File: src/rtl/tdm_frame_receiver.sv
//==============================================================================
// Module : tdm_frame_receiver
// Scans the 8 select-routed channels, samples one line per slot and assembles
// a frame; reports bit errors against the expected word and idle-line faults.
// Rev    : 1.0 - initial release
//==============================================================================
`default_nettype none

module tdm_frame_receiver #(
  parameter int DWELL = 4
) (
  input  logic       iClk,
  input  logic       iRst,
  input  logic       iStart,
  input  logic [7:0] iExpected,
  input  logic [7:0] iLine,
  output logic       oA,
  output logic       oB,
  output logic       oC,
  output logic       oBusy,
  output logic [7:0] oWord,
  output logic       oValid,
  output logic [7:0] oErrMask,
  output logic       oIdleFault
);

  localparam logic [1:0] c_IDLE = 2'd0;
  localparam logic [1:0] c_SCAN = 2'd1;
  localparam logic [1:0] c_DONE = 2'd2;

  localparam logic [3:0] c_DWELL_LAST = 4'(DWELL - 1);

  logic [1:0] r_state;
  logic [2:0] r_slot;
  logic [3:0] r_dwell;
  logic [7:0] r_expected;
  logic [7:0] r_shadow;
  logic [2:0] r_sel;
  logic       r_busy;
  logic [7:0] r_word;
  logic       r_valid;
  logic [7:0] r_errmask;
  logic       r_idle_fault;

  logic       w_sample;
  logic [7:0] w_sel_onehot;
  logic       w_idle_bad;

  assign w_sample     = (r_state == c_SCAN) && (r_dwell == c_DWELL_LAST);
  assign w_sel_onehot = 8'b0000_0001 << r_slot;
  // Any unselected line pulled low is a routing/idle fault
  assign w_idle_bad   = |(~iLine & ~w_sel_onehot);

  always_ff @(posedge iClk or posedge iRst) begin
    if (iRst) begin
      r_state      <= c_IDLE;
      r_slot       <= 3'd0;
      r_dwell      <= 4'd0;
      r_expected   <= 8'd0;
      r_shadow     <= 8'd0;
      r_sel        <= 3'd0;
      r_busy       <= 1'b0;
      r_word       <= 8'd0;
      r_valid      <= 1'b0;
      r_errmask    <= 8'd0;
      r_idle_fault <= 1'b0;
    end else begin
      r_valid <= 1'b0;
      case (r_state)
        c_IDLE: begin
          r_sel <= 3'd0;
          if (iStart) begin
            r_state      <= c_SCAN;
            r_expected   <= iExpected;
            r_idle_fault <= 1'b0;
            r_slot       <= 3'd0;
            r_dwell      <= 4'd0;
            r_busy       <= 1'b1;
          end else begin
            r_busy <= 1'b0;
          end
        end
        c_SCAN: begin
          if (w_sample) begin
            r_shadow[r_slot] <= iLine[r_slot];
            if (w_idle_bad) begin
              r_idle_fault <= 1'b1;
            end
            r_dwell <= 4'd0;
            if (r_slot == 3'd7) begin
              r_state <= c_DONE;
              r_sel   <= 3'd0;
            end else begin
              r_slot <= r_slot + 3'd1;
              r_sel  <= r_slot + 3'd1;
            end
          end else begin
            r_dwell <= r_dwell + 4'd1;
          end
        end
        c_DONE: begin
          // Busy stays high through the result cycle and drops in IDLE
          r_word    <= r_shadow;
          r_errmask <= r_shadow ^ r_expected;
          r_valid   <= 1'b1;
          r_slot    <= 3'd0;
          r_sel     <= 3'd0;
          r_state   <= c_IDLE;
        end
        default: begin
          r_state <= c_IDLE;
        end
      endcase
    end
  end

  assign oA         = r_sel[2];
  assign oB         = r_sel[1];
  assign oC         = r_sel[0];
  assign oBusy      = r_busy;
  assign oWord      = r_word;
  assign oValid     = r_valid;
  assign oErrMask   = r_errmask;
  assign oIdleFault = r_idle_fault;

endmodule

`default_nettype wire

File: config.mk
export PLATFORM = sky130hd
export DESIGN_NAME = tdm_frame_receiver
export DESIGN_NICKNAME = d
export VERILOG_FILES = /design/src/rtl/tdm_frame_receiver.sv
export SDC_FILE = /design/constraint.sdc
export NUM_CORES = 1
export LEC_CHECK = 0
export ABC_AREA = 1
export BUFFER_PORTS_ARGS = -buffer_cell sky130_fd_sc_hd__buf_4
export CELL_PAD_IN_SITES_DETAIL_PLACEMENT = 1
export CELL_PAD_IN_SITES_GLOBAL_PLACEMENT = 1
export CORE_AREA = 2 2 76 78
export CTS_BUF_LIST = sky130_fd_sc_hd__clkbuf_8
export CTS_CLUSTER_SIZE = 25
export DETAILED_ROUTE_END_ITERATION = 12
export DIE_AREA = 0 0 78 80
export PLACE_DENSITY_LB_ADDON = 0.1
export RECOVER_POWER = 100
export SYNTH_ARGS = -nofsm -noshare
export SYNTH_HDL_FRONTEND = slang
export SYNTH_SLANG_ARGS = --single-unit
File: constraint.sdc
create_clock -name iClk -period 2.1 [get_ports iClk]
set_input_delay 0.21 -clock iClk [delete_from_list [all_inputs] [get_ports iClk]]
set_output_delay 0.21 -clock iClk [all_outputs]
set_load 0.1 [all_outputs]
Yosys cells after proc, flatten, opt, wreduce, memory -nomap -nowiden
Index checks and enable logic that the tools add are counted.
Word-level totals
  output and inout bits: 22
  register bits after elaboration: 47
  logic and storage cells: 69
Operators by class
  shift operators: 1
  muxes and demuxes: 25
  add/subtract/negate cells: 2
  magnitude comparators: 2
  reduce and logical (&&, ||, !) cells: 15
  bitwise operators: 4
  equality and inequality tests: 9
Operators by type and width (count)
  $not 8->8: 2
  $mux 3: 5
  $pmux 3 s3: 1
  $and 8x8->8: 1
  $bwmux 8: 1
  $mux 4: 2
  $ne 2x2->1 const B: 4
  $pmux 4 s2: 1
  $reduce_and 2->1: 4
  $reduce_and 4->1: 2
  $reduce_or 8->1: 1
  $shl 1x3->8 const A: 1
  $xor 8x8->8: 1
  $mux 1: 7
  $mux 2: 3
  $pmux 3 s2: 1
  $add 4x1->4 const B: 1
  $eq 4x2->1 const B: 1
  $lt 3x4->1 const B: 1
  $pmux 2 s2: 1
  $reduce_bool 2->1: 2
  $add 3x1->3 const B: 1
  $bmux 1 s3: 1
  $demux 1 s3: 1
  other kinds (11): 12

Depth between registers and ports, before layout
Gate-level depths: netlist of the first run.
  depth in word-level cells: 7
  gate-level depth with buffers: 10
  depth with buffers taken out: 9

Worst setup path before layout of the first run
OpenSTA, ideal clock, no wires.
  kind: register -> register
  from: register r_slot[1]
  to: register r_idle_fault, in the netlist oIdleFault
  path buffers: 0
  slack: 0.732 ns
  period minus slack after synthesis: 1.368 ns
  stages on the path, launching flop included: 9
  arrival time: 1.300 ns
  library setup time: 0.068 ns
  path through: dfrtp_1 ha_1 ha_1 or2_2 nand2_1 nor2_1 nand2_1 nand2_1 nand2_1
Between the ends
  cells in the longest elaborated chain, start to end: 6
RTL lines
  from (decl): RTL line 34  | logic [2:0] r_slot;
  from (signal assigned): RTL line 94  | r_slot <= r_slot + 3'd1;
  $shl 1x3->8: RTL line 50  | assign w_sel_onehot = 8'b0000_0001 << r_slot;
  $not 8->8: RTL line 52  | assign w_idle_bad = |(~iLine & ~w_sel_onehot);
  $and 8x8->8: RTL line 52
  $reduce_or 8->1: RTL line 52
  $ne 2x2->1 (no source line)
  $reduce_and 4->1 (no source line)
  to (signal assigned): RTL line 66  | r_idle_fault <= 1'b0;
  to (signal assigned): RTL line 75  | r_idle_fault <= 1'b0;
  to (signal assigned): RTL line 87  | r_idle_fault <= 1'b1;
  to (decl): RTL line 43  | logic r_idle_fault;
Every way passes these cells.
A chain may end at the register's enable or synchronous reset.

Worst setup path after layout of the first run
  from: register r_word[3], in the netlist oWord[3]
  to: output port oWord[3]
RTL lines
  from (decl): RTL line 40  | logic [7:0] r_word;
  from (signal assigned): RTL line 103  | r_word <= r_shadow;
  to (decl): RTL line 21  | output logic [7:0] oWord,
No word-level cell between the ends.

==> results of run 1 <==
## logic make-up (layout without fill, tap and decap cells)
| kind of cell | Yosys count | after routing | synth area share [%] |
|---|---|---|---|
| simple gates | 140 | 140 | 26.14 |
| flops | 47 | 47 | 50.24 |
| buf+inv | 28 | 73 | 5.986 |
| compound gates | 26 | 26 | 6.307 |
| xor+xnor | 10 | 10 | 3.742 |
| mux | 8 | 8 | 3.848 |
| fa+ha+maj | 7 | 7 | 3.741 |
## cell type report
| class | count | area (µm²) |
|---|---|---|
| fillers | 688 | 2724 |
| multi-input cells | 191 | 994.7 |
| inverters | 22 | 85.08 |
| clock inverters | 2 | 16.27 |
| clock buffers | 6 | 82.58 |
| repair buffers | 43 | 236.5 |
| flip-flops and latches | 47 | 1176 |
| well taps | 72 | 90.09 |
## cell usage in the layout, fill, tap and decap left out, drive strengths merged, types with 2 or more instances in the layout
master and instances:
nand3 12, nand4 2, dfrtp 47, buf 17, xnor2 9, o21ai 25, clkbuf 31, ha 7
mux2 8, nor2 23, or2 2, inv 22, nand2 101
## timing repair
item / CTS / global route
gates resized for setup: 0 / 0
hold buffers: 1 / 0
endpoints found under the setup margin: 0 / 0
endpoints found under the hold margin: 14 / 0
## stage by stage
step / instances / instance area [µm²] / hold WS, ns / utilization, %
finish: 383 / 2681 / 0.1322 / 49.61
detailed placement: 374 / 2691 / 0.1981 / 49.79
global route: 383 / 2681 / 0.1229 / 49.61
CTS: 383 / 2800 / 0.1234 / 51.81
floorplan: 266 / 2341 / 0.3604 / -
global placement: 374 / 2691 / 0.1994 / 49.79
## worst paths after layout
path | startpoint | endpoint | slack (ns) | cells after the start
worst max register to register | r_slot[0]$_DFFE_PP0P_ | r_slot[2]$_DFFE_PP0P_ | 0.47 | 6
max in group asynchronous | iRst | r_shadow[7]$_DFFE_PP0P_ | 0.50 | 4
worst min register to register | oWord[1]$_DFFE_PP0P_ | oWord[1]$_DFFE_PP0P_ | 0.48 | 2
worst min-delay path | iExpected[4] | r_expected[4]$_DFFE_PP0P_ | 0.13 | 2
worst max-delay path | oWord[3]$_DFFE_PP0P_ | oWord[3] | 0.34 | 1
min in group asynchronous | iRst | oBusy$_DFFE_PP0N_ | 0.54 | 3
## registers in the layout (all words and copies together), names as in the netlist
| name | count |
|---|---|
| oErrMask | 8 |
| oWord | 8 |
| r_expected | 8 |
| r_shadow | 8 |
| r_dwell | 4 |
| r_sel | 3 |
| r_slot | 3 |
| r_state | 2 |
| oBusy | 1 |
| oIdleFault | 1 |
| oValid | 1 |
## metal layers
metal	share of wire (%)	vias up	track usage, %
li1	-	921	-
met1	45	860	22.99
met2	50	33	30.00
met3	3.4	8	3.167
met4	2.0	0	6.667
met5	0	-	0
==> summary.txt, run 1 <==
Outcome
  • Outcome: finished, final reports clean

Logic synthesis
  • Post-synthesis cell count: 266
  • Ys flop type: dfrtp_1
  • Synthesized cell area: 0.002341 mm²
  • Ys async rst share: 100.0%
  • Post-Syn Nets: 292
  • Largest area contributor in the netlist: dfrtp_1
  • Synth top cells by count: 96 x nand2_1, 47 x dfrtp_1, 17 x inv_1, 17 x nor2_1
  • Post-synthesis sequential area ratio: 50.24%
  • Synthesized area per cell: 8.801 µm²
  • Yosys reg bits: 47
  • Syn. warnings: 0
  • Count leader, synth: nand2_1
  • EDFF count, synth: 0
  • Dominant cells by area after synthesis: dfrtp_1 50%, nand2_1 15%, mux2_2 3.8%, ha_1 3.7%, xnor2_1 3.4%
  • Top cell type's share of synthesized area: 50.24%
  • Netlist cell types: 25

Cells and area
  • Final net count: 336
  • Synth-to-Final Area Change: 14.54%
  • Layout cells sized above 1: 15.43%
  • Diode count: 0

Drt
  • DRT Wirelength: 5.010 mm
  • DRC viols: 0
  • Routed WL per cell: 13.08 µm
  • 1st-iter DRT viols: 71
  • Post-route ant nets: 0
  • DR pass1 iterations: 4
  • Vias per cell: 4.757
  • Via count: 1,822

STA
  • Worst-Margin Slew: 1.179 ns
  • RSZ-0062 raised after global routing: false
  • Setup ws final: 0.3409 ns
  • Period utilization: 83.77%
  • Setup_tns: 0 ns
  • Fmax: 568.5 MHz
  • Skew final: 0.009141 ns
  • Worst rel slew slack: 21.71%
  • Fin. Hold Viols: 0
  • Final setup viols: 0
  • Max-slew violations: 0
  • Minimum clock period: 1.759 ns

Floorplanning
  • FP Rows: 27
  • Die X: 78 µm
  • Starting Density: 43.31%
  • Boundary pin count: 41
  • Die Y: 80 µm
  • Core Region: 0.005405 mm²
  • Die area: 0.006240 mm²

Setup path
  • Buf/Inv on CP: 1
  • Crit path cell chain: clkbuf_1
  • Worst Path Required: 1.89 ns
  • Critical Path Fanout Max: 2
  • CP delay by family, top: buffers and inverters
  • Largest stage delay on the critical path: 0.87 ns
  • Startpoint types: flop
  • Worst Setup End Kind: primary output
  • Critical Path Slowest Stage Cell: clkbuf_1
  • CP arrival: 1.55 ns
  • Crit Path Category: flop to primary output

Global route
  • Vias in the first global route: 1,821
  • Grt ovf: 0
  • Initial antenna violation count: 0
  • Largest net degree at the start of global routing: 25
  • First-pass GRT wire length: 8.659 mm
  • Global Route Usage Sum: 17.81%

Clock tree
  • TritonCTS clock tree: built
  • Bufs on Longest Clock Path: 2
  • Root Driver: clkbuf_8
  • Reg clk slew, reported paths: 0.09 ns
  • CTS buffer count: 5
  • Post-CTS setup buffer count: 0
  • CTS Sinks: 47
  • H-tree levels: 2
  • Worst-skew pair later-pin latency: 0.30 ns

Flow run
  • Max Cap Violations: 0

Placement
  • Routability cong.: 0.8026
  • Place WS: 0.4924 ns
  • Post-DP HPWL: 3.906 mm
  • Port bufs: 40

Min path
  • Worst hold-check path type: input port to flop
Power of run 1 is left out: the tool's default activity adds up to more than one toggle a clock period on the data nets, which glitch-free logic cannot reach.
==> run 2: changes to the inputs <==
Settings changed: ABC_AREA 1 to 0, CORE_AREA 2 2 76 78 to 2 2 77 79, DIE_AREA 0 0 78 80 to 0 0 79 81.
Clock period 2.1 ns to 1.6 ns, I/O delays scaled along.
==> summary.txt, run 2 <==
Min path
  • Worst hold-check path type: input port to flop

Setup path
  • CP arrival: 2.05 ns (+0.50 ns)
  • Critical Path Fanout Max: 3 (+1)
  • Worst Path Required: 1.79 ns (-0.10 ns)
  • Startpoint types: flop
  • Worst Setup End Kind: flop
  • Crit Path Category: flop to flop

STA
  • Skew final: 0.007150 ns (-0.001992 ns)
  • Final setup viols: 23 (+23)
  • Period utilization: 116.5%
  • Setup ws final: -0.2633 ns (-0.6042 ns)
  • Worst-Margin Slew: 0.6498 ns (-0.5296 ns)
  • Minimum clock period: 1.863 ns
  • Max-slew violations: 0 (unchanged)
  • Fin. Hold Viols: 0 (unchanged)
  • Fmax: 536.7 MHz
  • Worst rel slew slack: 56.68% (+35 points)
  • RSZ-0062 raised after global routing: true
  • Setup_tns: -2.734 ns (-2.734 ns)

Cells and area
  • Commonest non-fill, non-tap cell in the layout: buf_4
  • Final net count: 297 (-12%)
  • Layout cells sized above 1: 45.59% (+30 points)
  • Synth-to-Final Area Change: 34.34%
  • Fin util: 52.78% (+3.2 points)
  • Most frequent cells in the layout: 48 x buf_4, 47 x dfrtp_1, 24 x clkbuf_2
  • Diode count: 0 (unchanged)
  • Non-Filler Instances: 347 (-9.4%)

Logic synthesis
  • Yosys reg bits: 47 (unchanged)
  • Top cell type's share of synthesized area: 52.75% (+2.5 points)
  • Syn. warnings: 0 (unchanged)
  • Dominant cells by area after synthesis: dfrtp_1 53%, mux2_2 12%, ha_1 3.9%, o21ai_0 3.1%, xnor2_1 3.1%
  • Synthesized cell area: 0.002230 mm² (-4.8%)
  • Largest area contributor in the netlist: dfrtp_1
  • Synth top cells by count: 47 x dfrtp_1, 24 x mux2_2, 15 x nand2_1
  • Post-synthesis cell count: 196 (-26%)
  • Netlist cell types: 39 (+56%)
  • Post-synthesis sequential area ratio: 52.75% (+2.5 points)
  • EDFF count, synth: 0 (unchanged)
  • Post-Syn Nets: 222 (-24%)
  • Ys flop type: dfrtp_1
  • Count leader, synth: dfrtp_1
  • Synthesized area per cell: 11.38 µm² (+29%)
  • Ys async rst share: 100.0% (unchanged)

Global route
  • Initial antenna violation count: 0 (unchanged)
  • Global Route Usage Sum: 19.17% (+1.4 points)
  • Largest net degree at the start of global routing: 48 (+92%)
  • Grt ovf: 0 (unchanged)
  • Vias in the first global route: 1,913 (+5.1%)
  • First-pass GRT wire length: 9.328 mm (+7.7%)

Clock tree
  • H-tree levels: 2 (unchanged)
  • Root Driver: clkbuf_8
  • Bufs on Longest Clock Path: 2 (unchanged)
  • CTS buffer count: 5 (unchanged)
  • Reg clk slew, reported paths: 0.09 ns (about the same)
  • CTS Sinks: 47 (unchanged)
  • Worst-skew pair later-pin latency: 0.30 ns (about the same)
  • TritonCTS clock tree: built

Power
  • Leakage power: 1.459 nW
  • PD cells: 1735 mW/mm²
  • Max IR drop VDD: 0.001059 V

Drt
  • 1st-iter DRT viols: 63 (-11%)
  • Post-route ant nets: 0 (unchanged)
  • DRT Wirelength: 5.723 mm (+14%)
  • DR pass1 iterations: 4 (unchanged)
  • DRC viols: 0 (unchanged)
  • Vias per cell: 5.173 (+8.7%)
  • Routed WL per cell: 16.49 µm (+26%)
  • Via count: 1,795 (-1.5%)

Floorplanning
  • Core Region: 0.005675 mm² (+5.0%)
  • FP Rows: 28 (+3.7%)
  • Boundary pin count: 41 (unchanged)
  • Die area: 0.006399 mm² (+2.5%)
  • Starting Density: 39.29% (-4.0 points)
  • Die Y: 81 µm (+1.3%)
  • Die X: 79 µm (+1.3%)

Outcome
  • Outcome: finished with violations
  • Failing checks: negative setup slack

Placement
  • Post-DP HPWL: 4.140 mm (+6.0%)
  • Port bufs: 40 (unchanged)
  • Placed Cells: 332 (-11%)
  • Place WS: -0.2161 ns (-0.7085 ns)
  • Routability cong.: 0.8503 (+5.9%)

Flow run
  • Max Cap Violations: 0 (unchanged)
-- run 2: cell count changes in the layout (fill, tap and decap cells not counted), sizes merged, moves of 4 or more --
cell / before / now
nand3: 12 / 3
buf: 17 / 50
a21oi: 0 / 4
nor2: 23 / 7
nor3: 0 / 4
nand2: 101 / 15
nand2b: 0 / 4
mux2: 8 / 24
o21ai: 25 / 14
inv: 22 / 8
-- run 2: routing by layer --
metal / up-vias / GRT usage [%] / share of wire (%)
met4: 0 / 7.241 / 1.5
li1: 846 / - / -
met3: 8 / 4.111 / 3.4
met1: 909 / 21.31 / 41
met5: - / 0 / 0
met2: 32 / 35.93 / 55
-- run 2: cells by family (layout without fill, tap and decap cells) --
logic type,Yosys count,after routing,synth area share (%)
multiplexers,26,26,13.02
adder cells (fa/ha/maj),7,7,3.928
buffers and inverters,18,94,3.143
XOR/XNOR,8,8,3.143
AO/OA/AOI/OAI,38,38,11.22
AND/OR/NAND/NOR,52,52,12.79
flip-flops,47,47,52.75
-- run 2: cell type report --
type                    instances  area, µm²
clock buffers                   6      82.58
clock inverters                 2      16.27
fillers                       641       2680
inverters                       8      30.03
multi-input cells             131       1061
flip-flops and latches         47       1176
well taps                      75      93.84
repair buffers                 78      535.5
-- run 2: final timing paths --
check / from / endpoint / slack (ns) / cells after the start
hold / removal: iExpected[6] / r_expected[6]$_DFFE_PP0P_ / 0.08 / 2
hold reg to reg: oErrMask[7]$_DFFE_PP0P_ / oErrMask[7]$_DFFE_PP0P_ / 0.49 / 2
setup / recovery: r_dwell[0]$_DFFE_PP0P_ / r_slot[2]$_DFFE_PP0P_ / -0.26 / 5
max in group asynchronous: iRst / r_shadow[1]$_DFFE_PP0P_ / 0.54 / 4
min in group asynchronous: iRst / r_expected[6]$_DFFE_PP0P_ / 0.61 / 4
setup reg to reg: r_dwell[0]$_DFFE_PP0P_ / r_slot[2]$_DFFE_PP0P_ / -0.26 / 5
-- run 2: critical path, stage by stage, from the launching register on --
cell	delay, ns
dfrtp_1	0.38
ha_2	0.20
or3b_4	0.41
or3_4	0.35
and3_4	0.18
a211o_1	0.23
-- run 2: what timing repair did --
action | in CTS | in global routing
setup buffers | 5 | 1
hold endpoints to repair | 47 | 0
hold buffers | 1 | 0
gates cloned | 0 | 0
gates resized for setup | 15 | 7
pin swaps | 4 | 4
setup endpoints to repair | 13 | 15
-- run 2: where the power goes --
| part | internal (mW) | total [mW] | leakage, nW | switching, mW |
|---|---|---|---|---|
| sequential | 1.51 | 1.75 | 0.598 | 0.238 |
| clock | 0.353 | 0.766 | 0.0474 | 0.413 |
| combinational | 1.20 | 2.68 | 0.814 | 1.48 |
| total | 3.06 | 5.20 | 1.46 | 2.13 |
-- run 2: through the flow --
| stage | hold WS, ns | power (mW) | area (µm²) |
|---|---|---|---|
| 2_1_floorplan | 0.3105 | 3.306 | 2235 |
| 3_3_place_gp | 0.2203 | 4.048 | 2846 |
| 3_5_place_dp | 0.2387 | 4.175 | 2846 |
| 4_1_cts | 0.07424 | 5.190 | 3054 |
| 5_1_grt | 0.07843 | 5.540 | 2995 |
| 6_report | 0.08407 | 5.196 | 2995 |
(Power assumes the default switching activity.)
==> run 3: changes to the inputs <==
Settings changed: CORE_AREA 2 2 77 79 to 2 2 71 86, DIE_AREA 0 0 79 81 to 0 0 73 88.
==> summary.txt, run 3 (synthesis results as in run 2) <==
Drt
  • Via count: 1,783 (-0.67%)
  • DR pass1 iterations: 4 (unchanged)
  • DRC viols: 0 (unchanged)
  • Vias per cell: 5.291 (+2.3%)
  • DRT Wirelength: 5.899 mm (+3.1%)
  • 1st-iter DRT viols: 41 (-35%)
  • Post-route ant nets: 0 (unchanged)
  • Routed WL per cell: 17.50 µm (+6.1%)

Global route
  • Global-route met3 utilization: 3.337% (-0.77 points)
  • First-pass GRT wire length: 9.508 mm (+1.9%)
  • Vias in the first global route: 1,983 (+3.7%)
  • Initial antenna violation count: 0 (unchanged)
  • Grt ovf: 0 (unchanged)
  • Met1 Usage GRT: 21.69% (+0.39 points)
  • Largest net degree at the start of global routing: 26 (-46%)
  • GRT met2 Usage: 36.86% (+0.92 points)
  • Global Route Usage Sum: 19.26% (+0.089 points)
  • Busiest grt layer: met2

STA
  • Max-slew violations: 0 (unchanged)
  • RSZ-0062 raised after global routing: true
  • Worst-Margin Slew: 0.6819 ns (+0.03213 ns)
  • Worst rel slew slack: 54.49% (-2.2 points)
  • Setup ws final: -0.2258 ns (+0.03752 ns)
  • Fmax: 547.7 MHz (+2.1%)
  • Skew final: 0.01144 ns (+0.004289 ns)
  • Fin. Hold Viols: 0 (unchanged)
  • Setup_tns: -1.707 ns (+1.027 ns)
  • Final setup viols: 15 (-35%)
  • Hold slack: 0.07898 ns (-0.005086 ns)
  • Period utilization: 114.1% (-2.3 points)
  • Minimum clock period: 1.826 ns (-0.03753 ns)

Power
  • Tot Pwr: 5.387 mW (+3.7%)
  • PD cells: 1773 mW/mm² (+2.2%)
  • Max IR drop VDD: 0.001010 V (-4.6%)
  • Leakage power: 1.482 nW (+1.6%)

Clock tree
  • Root Driver: clkbuf_8
  • Reg clk slew, reported paths: 0.10 ns (about the same)
  • Bufs on Longest Clock Path: 2 (unchanged)
  • H-tree levels: 2 (unchanged)
  • Worst-skew pair later-pin latency: 0.31 ns (about the same)
  • TritonCTS clock tree: built
  • CTS Sinks: 47 (unchanged)
  • CTS buffer count: 5 (unchanged)

Floorplanning
  • Boundary pin count: 41 (unchanged)
  • Die Y: 88 µm (+8.6%)
  • FP Rows: 30 (+7.1%)
  • Die area: 0.006424 mm² (+0.39%)
  • Starting Density: 39.87% (+0.58 points)
  • Core Region: 0.005593 mm² (-1.5%)
  • Die X: 73 µm (-7.6%)

Setup path
  • CP arrival: 2.02 ns (-0.03 ns)
  • Crit Path Category: flop to flop
  • Worst R2R End: r_shadow[1]$_DFFE_PP0P_
  • R2r startpoint: r_dwell[1]$_DFFE_PP0P_
  • Crit path cell chain: ha_2 > or3b_4 > buf_6 > nor2_4 > nand4_1 > mux2_4
  • Worst Setup End Kind: flop
  • R2R cell count: 6 (+1)
  • CP delay by family, top: simple AND/OR/NAND/NOR gates
  • R2r setup slk: -0.23 ns (+0.04 ns)
  • Critical Path Fanout Max: 7 (+4)
  • Buf/Inv on CP: 1 (+1)
  • Largest stage delay on the critical path: 0.39 ns (-0.02 ns)
  • Startpoint types: flop
  • Critical Path Slowest Stage Cell: or3b_4
  • Worst Path Required: 1.79 ns (about the same)

Cells and area
  • Most frequent cells in the layout: 47 x dfrtp_1, 44 x buf_4, 26 x clkbuf_2
  • Commonest non-fill, non-tap cell in the layout: dfrtp_1
  • Fin util: 54.34% (+1.6 points)
  • Layout cells sized above 1: 46.52% (+0.93 points)
  • Diode count: 0 (unchanged)
  • Final net count: 298 (+0.34%)
  • Synth-to-Final Area Change: 36.31%

Min path
  • Hold Path Cell Cnt: 2 (unchanged)
  • Hold endpoint: r_expected[0]$_DFFE_PP0P_
  • Hold Crit Start: iExpected[0]
  • Worst hold-check path type: input port to flop

Placement
  • Port bufs: 40 (unchanged)
  • Routability cong.: 0.8181 (-3.8%)
  • Post-DP HPWL: 4.413 mm (+6.6%)

Outcome
  • Outcome: finished with violations
  • Failing checks: negative setup slack

Flow run
  • Max Cap Violations: 0 (unchanged)
## run 3: layer usage
metal | wire [µm] | vias up
met5 | 0 | -
met4 | 82 | 0
met3 | 123 | 9
met2 | 3328 | 31
met1 | 2364 | 898
li1 | - | 845
## run 3: what timing repair did
action                     4_1_cts  5_1_grt
hold endpoints to repair        17        0
setup buffers                    4        2
pin swaps                        9        7
setup endpoints to repair       15       16
hold buffers                     1        0
gates cloned                     0        0
resized for setup               14       15
## run 3: where the power goes
group          switching, mW  internal, mW
sequential             0.251          1.51
combinational           1.49          1.24
clock                  0.426         0.466
total                   2.17          3.22
## run 3: final cells by class
cell class	count	area, µm²
repair buffers	79	561.8
clock buffers	5	68.82
inverters	8	32.53
fillers	625	2554
well taps	64	80.08
flip-flops and latches	47	1176
clock inverters	3	43.79
multi-input cells	131	1076
## run 3: per-stage QoR
step           area, µm²  std cells  setup slack (ns)
5_1_grt             3039        337           -0.2959
2_1_floorplan       2235        196           -0.1887
3_3_place_gp        2853        322           -0.1814
6_report            3039        337           -0.2258
3_5_place_dp        2853        322           -0.2865
4_1_cts             3075        335           -0.2039
## run 3: worst max path at each step
| stage | from | end | slack, ns | cells past startpoint |
|---|---|---|---|---|
| 2_1_floorplan | r_dwell[0]$_DFFE_PP0P_ | r_slot[2]$_DFFE_PP0P_ | -0.19 | 5 |
| 3_3_place_gp | r_dwell[0]$_DFFE_PP0P_ | r_slot[2]$_DFFE_PP0P_ | -0.18 | 5 |
| 3_5_place_dp | r_dwell[1]$_DFFE_PP0P_ | r_slot[2]$_DFFE_PP0P_ | -0.29 | 6 |
| 4_1_cts | r_dwell[1]$_DFFE_PP0P_ | r_slot[2]$_DFFE_PP0P_ | -0.20 | 5 |
| 5_1_grt | r_dwell[1]$_DFFE_PP0P_ | r_shadow[1]$_DFFE_PP0P_ | -0.30 | 6 |
| 6_report | r_dwell[1]$_DFFE_PP0P_ | r_shadow[1]$_DFFE_PP0P_ | -0.23 | 6 |
## run 3: worst reg2reg max path, delay by kind of cell (launching register included)
kind	cells	cell delay, ns
AND/OR/NAND/NOR	3	0.72
adder cells (fa/ha/maj)	1	0.18
buffers and inverters	1	0.13
flip-flops	1	0.36
multiplexers	1	0.32
